===== src/rtl/pipeline_hazard_ctrl.sv =====
// ============================================================================
// pipeline_hazard_ctrl
// ----------------------------------------------------------------------------
// Central pipeline control stage, placed directly downstream of the
// forwarding unit. It turns the hazard stall request, the decode-stage
// branch decision and the instruction/data memory ready handshakes into
// per-stage register enables, NOP/bubble flush controls and a pair of
// saturating performance counters. It also raises a sticky hang flag when
// a hazard stall persists for too long.
//
// Parameters:
//   CNT_W      width of each saturating performance counter
//   MAX_STALL  consecutive hazard-stall cycles that set the hang flag (1..255)
//
// Ports:
//   clk             core clock, rising edge
//   rst             synchronous reset, active-high
//   i_stall         hazard stall request (load-use / branch dependency)
//   i_branch_taken  branch/jump resolved taken in decode this cycle
//   i_imem_ready    fetch data valid this cycle
//   i_dmem_ready    data memory ready; low means the MEM stage is busy
//   o_pc_en         PC update enable
//   o_if_id_en      IF/ID register enable
//   o_if_id_flush   load NOP into IF/ID
//   o_id_ex_en      ID/EX register enable
//   o_id_ex_flush   load bubble into ID/EX
//   o_ex_mem_en     EX/MEM register enable
//   o_mem_wb_en     MEM/WB register enable
//   o_state         current state: 0 RUN, 1 STALL, 2 MEM_WAIT
//   o_hang          sticky: hazard stall lasted MAX_STALL cycles
//   o_stall_cycles  saturating count of cycles with o_pc_en low
//   o_flush_count   saturating count of taken-branch flushes
// ============================================================================
module pipeline_hazard_ctrl #(
    parameter int CNT_W     = 16,
    parameter int MAX_STALL = 8
) (
    input  logic             clk,
    input  logic             rst,
    input  logic             i_stall,
    input  logic             i_branch_taken,
    input  logic             i_imem_ready,
    input  logic             i_dmem_ready,
    output logic             o_pc_en,
    output logic             o_if_id_en,
    output logic             o_if_id_flush,
    output logic             o_id_ex_en,
    output logic             o_id_ex_flush,
    output logic             o_ex_mem_en,
    output logic             o_mem_wb_en,
    output logic [1:0]       o_state,
    output logic             o_hang,
    output logic [CNT_W-1:0] o_stall_cycles,
    output logic [CNT_W-1:0] o_flush_count
);

    typedef enum logic [1:0] {
        ST_RUN      = 2'd0,
        ST_STALL    = 2'd1,
        ST_MEM_WAIT = 2'd2
    } state_t;

    state_t          state;
    state_t          state_next;
    logic [7:0]      run_cnt;
    logic [7:0]      run_cnt_next;
    logic            count_flush;
    logic            hang;
    logic [CNT_W-1:0] stall_cnt;
    logic [CNT_W-1:0] flush_cnt;

    // Next-state and control decode. A busy data memory freezes the whole
    // pipe and outranks everything; a hazard stall freezes PC and IF/ID and
    // inserts a bubble into ID/EX while the older instructions drain. Only
    // when neither applies are the imem miss and taken-branch cases looked
    // at, so a branch seen during a stall or wait is simply re-evaluated
    // once decode is released.
    always_comb begin
        o_pc_en       = 1'b0;
        o_if_id_en    = 1'b0;
        o_if_id_flush = 1'b0;
        o_id_ex_en    = 1'b0;
        o_id_ex_flush = 1'b0;
        o_ex_mem_en   = 1'b0;
        o_mem_wb_en   = 1'b0;
        state_next    = ST_RUN;
        run_cnt_next  = 8'd0;
        count_flush   = 1'b0;

        if (rst) begin
            o_if_id_flush = 1'b1;
            o_id_ex_flush = 1'b1;
        end else if (!i_dmem_ready) begin
            state_next   = ST_MEM_WAIT;
            run_cnt_next = run_cnt;
        end else if (i_stall) begin
            o_id_ex_en    = 1'b1;
            o_id_ex_flush = 1'b1;
            o_ex_mem_en   = 1'b1;
            o_mem_wb_en   = 1'b1;
            state_next    = ST_STALL;
            run_cnt_next  = (run_cnt == 8'hFF) ? run_cnt : run_cnt + 8'd1;
        end else begin
            o_pc_en     = 1'b1;
            o_if_id_en  = 1'b1;
            o_id_ex_en  = 1'b1;
            o_ex_mem_en = 1'b1;
            o_mem_wb_en = 1'b1;
            // Fetch miss: hold the PC and feed a NOP into decode.
            if (!i_imem_ready) begin
                o_pc_en       = 1'b0;
                o_if_id_flush = 1'b1;
            end
            // Taken branch kills the single wrong-path fetch; when it
            // coincides with a miss the one flush covers both and is
            // counted once.
            if (i_branch_taken) begin
                o_if_id_flush = 1'b1;
                count_flush   = 1'b1;
            end
        end
    end

    // State register, stall run length, sticky hang flag and the two
    // saturating performance counters.
    always_ff @(posedge clk) begin
        if (rst) begin
            state     <= ST_RUN;
            run_cnt   <= 8'd0;
            hang      <= 1'b0;
            stall_cnt <= '0;
            flush_cnt <= '0;
        end else begin
            state   <= state_next;
            run_cnt <= run_cnt_next;
            if (run_cnt_next == 8'(MAX_STALL)) begin
                hang <= 1'b1;
            end
            if (!o_pc_en && (stall_cnt != '1)) begin
                stall_cnt <= stall_cnt + CNT_W'(1);
            end
            if (count_flush && (flush_cnt != '1)) begin
                flush_cnt <= flush_cnt + CNT_W'(1);
            end
        end
    end

    assign o_state        = state;
    assign o_hang         = hang;
    assign o_stall_cycles = stall_cnt;
    assign o_flush_count  = flush_cnt;

endmodule

===== config.mk =====
export PLATFORM = sky130hd
export DESIGN_NAME = pipeline_hazard_ctrl
export DESIGN_NICKNAME = d
export VERILOG_FILES = /design/src/rtl/pipeline_hazard_ctrl.sv
export SDC_FILE = /design/constraint.sdc
export NUM_CORES = 1
export LEC_CHECK = 0
export ABC_AREA = 1
export BUFFER_PORTS_ARGS = -buffer_cell sky130_fd_sc_hd__buf_2
export CAP_MARGIN = 20
export CELL_PAD_IN_SITES_DETAIL_PLACEMENT = 1
export CELL_PAD_IN_SITES_GLOBAL_PLACEMENT = 1
export CORE_MARGIN = 2
export CORE_UTILIZATION = 39
export DETAILED_ROUTE_END_ITERATION = 16
export PLACE_DENSITY_LB_ADDON = 0.1
export SYNTH_ARGS = -nofsm -noshare
export SYNTH_HDL_FRONTEND = slang
export SYNTH_SLANG_ARGS = --single-unit

===== constraint.sdc =====
create_clock -name clk -period 1.63 [get_ports clk]
set_input_delay 0.326 -clock clk [delete_from_list [all_inputs] [get_ports clk]]
set_output_delay 0.326 -clock clk [all_outputs]
set_load 0.02 [all_outputs]

==> results.cfg <==
[routing]
drc_errors = 0
via_per_inst = 4.992
wl_per_cell_um = 14.62
drt-total-wl_um = 7472
dr.pass1.iters = 4
dr.first_iter.drc_count = 46
antenna_left = 0
num_vias = 2551

[floorplan]
die-area_um2 = 6841
coreArea_um2 = 5956
die_h_um = 82.71
design.portCount = 48
die_x_um = 82.71
start_util_pct = 40.57
row_count = 28

[worst_setup_path]
required_ps = 1860
path_max_fanout = 7
r2r_setup_slack_ps = 30
crit-reg2reg-launch = run_cnt[0]$_SDFF_PP0_
cp-start-kind = register
critical_path.reg2reg.endpoint = o_hang$_SDFFE_PP0N_
reg2regPathDepth = 11
cp-end-kind = register
crit_arrival_ps = 1840
worstSetupPathType = register to register

[logic_synthesis]
synth_seq_cells = 43
yosys.area.top_type = dfxtp_1
ys_types = 37
syn_inst = 346
synth_top_family_by_area = simple AND/OR/NAND/NOR gates
synthAdderAreaFrac_pct = 1.554
synth_area_leaders = dfxtp_1 (36%), nand2_1 (10%), inv_1 (7.6%), nand3_1 (6.2%), nor2_1 (5.7%)
synth_compound_gate_area_share_pct = 12.58
synth_fp_nets = 355
syn-cell-area_um2 = 2416
synth_seq_area_share_pct = 35.63
synth-simple-area-share_pct = 36.41
yosys_warnings = 0
avgSynthCellArea_um2 = 6.983
synth_xor_area_share_pct = 2.538
synth_top_area_share_pct = 35.63
yosys-mux-area-fraction_pct = 0

[placement]
dpl_cell_area_um2 = 2948
hpwl_um = 5570
gp_congestion = 0.8790
io_buffers = 47

[global_routing]
grt_pass1_vias = 2488
antenna_found_initial = 0
grt_max_degree = 24
grt_overflow = 0
grt_usage_pct = 21.47
grt_pass1_wl_um = 11320

[cts]
clkTransAtPathRegs_ps = 80
numCtsBuffers = 5
cts.sinks = 43
cts_root_buffer = clkbuf_8
cts_tree = yes
clk_path_buf_depth = 2
clkLatencyLatePin_ps = 300
ctsHtreeMaxLevel = 2

[final_layout]
nets = 444
antenna_cells = 0
layout_common_cells = nand2_1 (61), buf_2 (47), inv_1 (46)
final_area_um2 = 3269
area_growth_pct = 35.32
final_core_util_pct = 54.90
final_common_cell = nand2_1
drive_gt1_share_pct = 36.24
fill_cells = 804

[timing]
maxSlewHeadroom_pct = 72.12
worst_pin_slew_ps = 415.0
setup_viol = 0
rsz0062_at_grt = true
timing.hold.ws_ps = 460.4
fmax_ghz = 0.6234
finalCriticalPeriod_ps = 1604
drv_slew = 0
finalHoldViolCount = 0
finClkSkew_ps = 9.090
fin_crit_sh_pct = 98.42

[power]
ir_worst_vdd_v = 0.0004457
pwr-share-clk_pct = 37.5
p_switching_mw = 0.5203
p_per_area_nw_per_um2 = 626.6
p_int_mw = 1.528
seq_power_share_pct = 52.5
power_leakage_nw = 1.485
combPwrFrac_pct = 10.0
p_sw_share_pct = 25.40

[job]
cap_violations = 0

[min_path]
hold_start = rst
min_to = run_cnt[2]$_SDFF_PP0_
holdCritPathClass = input pin to register
whs_path_depth = 4

[status]
status = completed
-- final cells by class --
cell class | count | area, µm² | share of cell area [%]
Multi-Input combinational cell | 240 | 1429 | 43.70
Sequential cell | 43 | 870.8 | 26.64
Timing Repair Buffer | 90 | 561.8 | 17.18
Inverter | 55 | 214.0 | 6.544
Clock buffer | 8 | 100.1 | 3.062
Tap cell | 75 | 93.84 | 2.870
-- critical path: stages, from the launching register on --
cell and delay (ps):
dfxtp_2 370, ha_4 150, nand2_4 60, nor2_4 170
nand2_4 100, nand2_2 90, inv_2 50, a21oi_1 160
nor2_1 80, nor2_1 100, nand2_1 80, a21oi_2 130
-- cell families after synthesis --
| logic type | count (synthesis) |
|---|---|
| DFF | 43 |
| AOI/OAI and AO/OA | 53 |
| and+or+nand+nor | 177 |
| adders and majority gates | 3 |
| xor gates and xnor gates | 7 |
| buffers and inverters | 63 |
-- per-layer routing --
metal | wire length, µm | global-route usage [%] | vias to the layer above
met4 | 50 | 4.590 | 0
met1 | 3386 | 26.16 | 1209
li1 | - | - | 1296
met2 | 3781 | 39.27 | 41
met3 | 253 | 3.804 | 5
met5 | 0 | 0 | -
-- cell usage after synthesis (all sizes together) --
cell and instances:
nor3 14, or2 1, nand4 10, nand2 75, xor2 4, nand3b 1
and3 2, nand3 31, a31oi 1, nor2 41, clkbuf 2, o21bai 3
a21oi 28, buf 6, inv 55, nor3b 1, ha 3, xnor2 3
nor4 1, o21ai 21, dfxtp 43
-- power groups by stage --
stage	Sequential [mW]	Combinational, mW	Clock [mW]
after floorplan	1.11	0.100	0
after global placement	1.09	0.185	0
after detailed placement	1.09	0.189	0
after CTS	1.07	0.194	0.793
after global routing	1.08	0.226	0.847
final	1.08	0.205	0.769
-- worst max path at each step --
| stage | endpoint | depth (start not counted) | slack [ps] | from |
|---|---|---|---|---|
| 5_1_grt | o_hang$_SDFFE_PP0N_ | 11 | -90 | run_cnt[0]$_SDFF_PP0_ |
| 3_3_place_gp | o_hang$_SDFFE_PP0N_ | 11 | -10 | i_dmem_ready |
| 2_1_floorplan | o_flush_count[14]$_SDFFE_PP0P_ | 8 | 4 | o_flush_count[1]$_SDFFE_PP0P_ |
| 6_report | o_hang$_SDFFE_PP0N_ | 11 | 30 | run_cnt[0]$_SDFF_PP0_ |
| 3_5_place_dp | o_stall_cycles[14]$_SDFFE_PP0P_ | 10 | -30 | o_stall_cycles[0]$_SDFFE_PP0P_ |
| 4_1_cts | o_stall_cycles[7]$_SDFFE_PP0P_ | 10 | 3 | o_stall_cycles[0]$_SDFFE_PP0P_ |
-- per-stage QoR --
stage          power (mW)  cells  setup slack [ps]  TNS (ps)
3_3_place_gp        1.278    495            -11.98    -11.98
4_1_cts             2.056    506             3.248         0
2_1_floorplan       1.210    346             4.436         0
5_1_grt             2.150    511            -93.19    -150.9
6_report            2.049    511             25.81         0
3_5_place_dp        1.283    495            -34.02    -83.55
-- sequential cells by signal, indices dropped and copies added, names as in the netlist --
name / cells
o_flush_count: 16
o_stall_cycles: 16
run_cnt: 8
o_state: 2
o_hang: 1
-- timing repair --
| action | 4_1_cts | 5_1_grt |
|---|---|---|
| resized for setup | 10 | 32 |
| hold buffers | 0 | 0 |
| pin swaps | 4 | 16 |
| buffers inserted | 3 | 5 |
| endpoints found under the setup margin | 5 | 29 |
(Power assumes the default switching activity.)
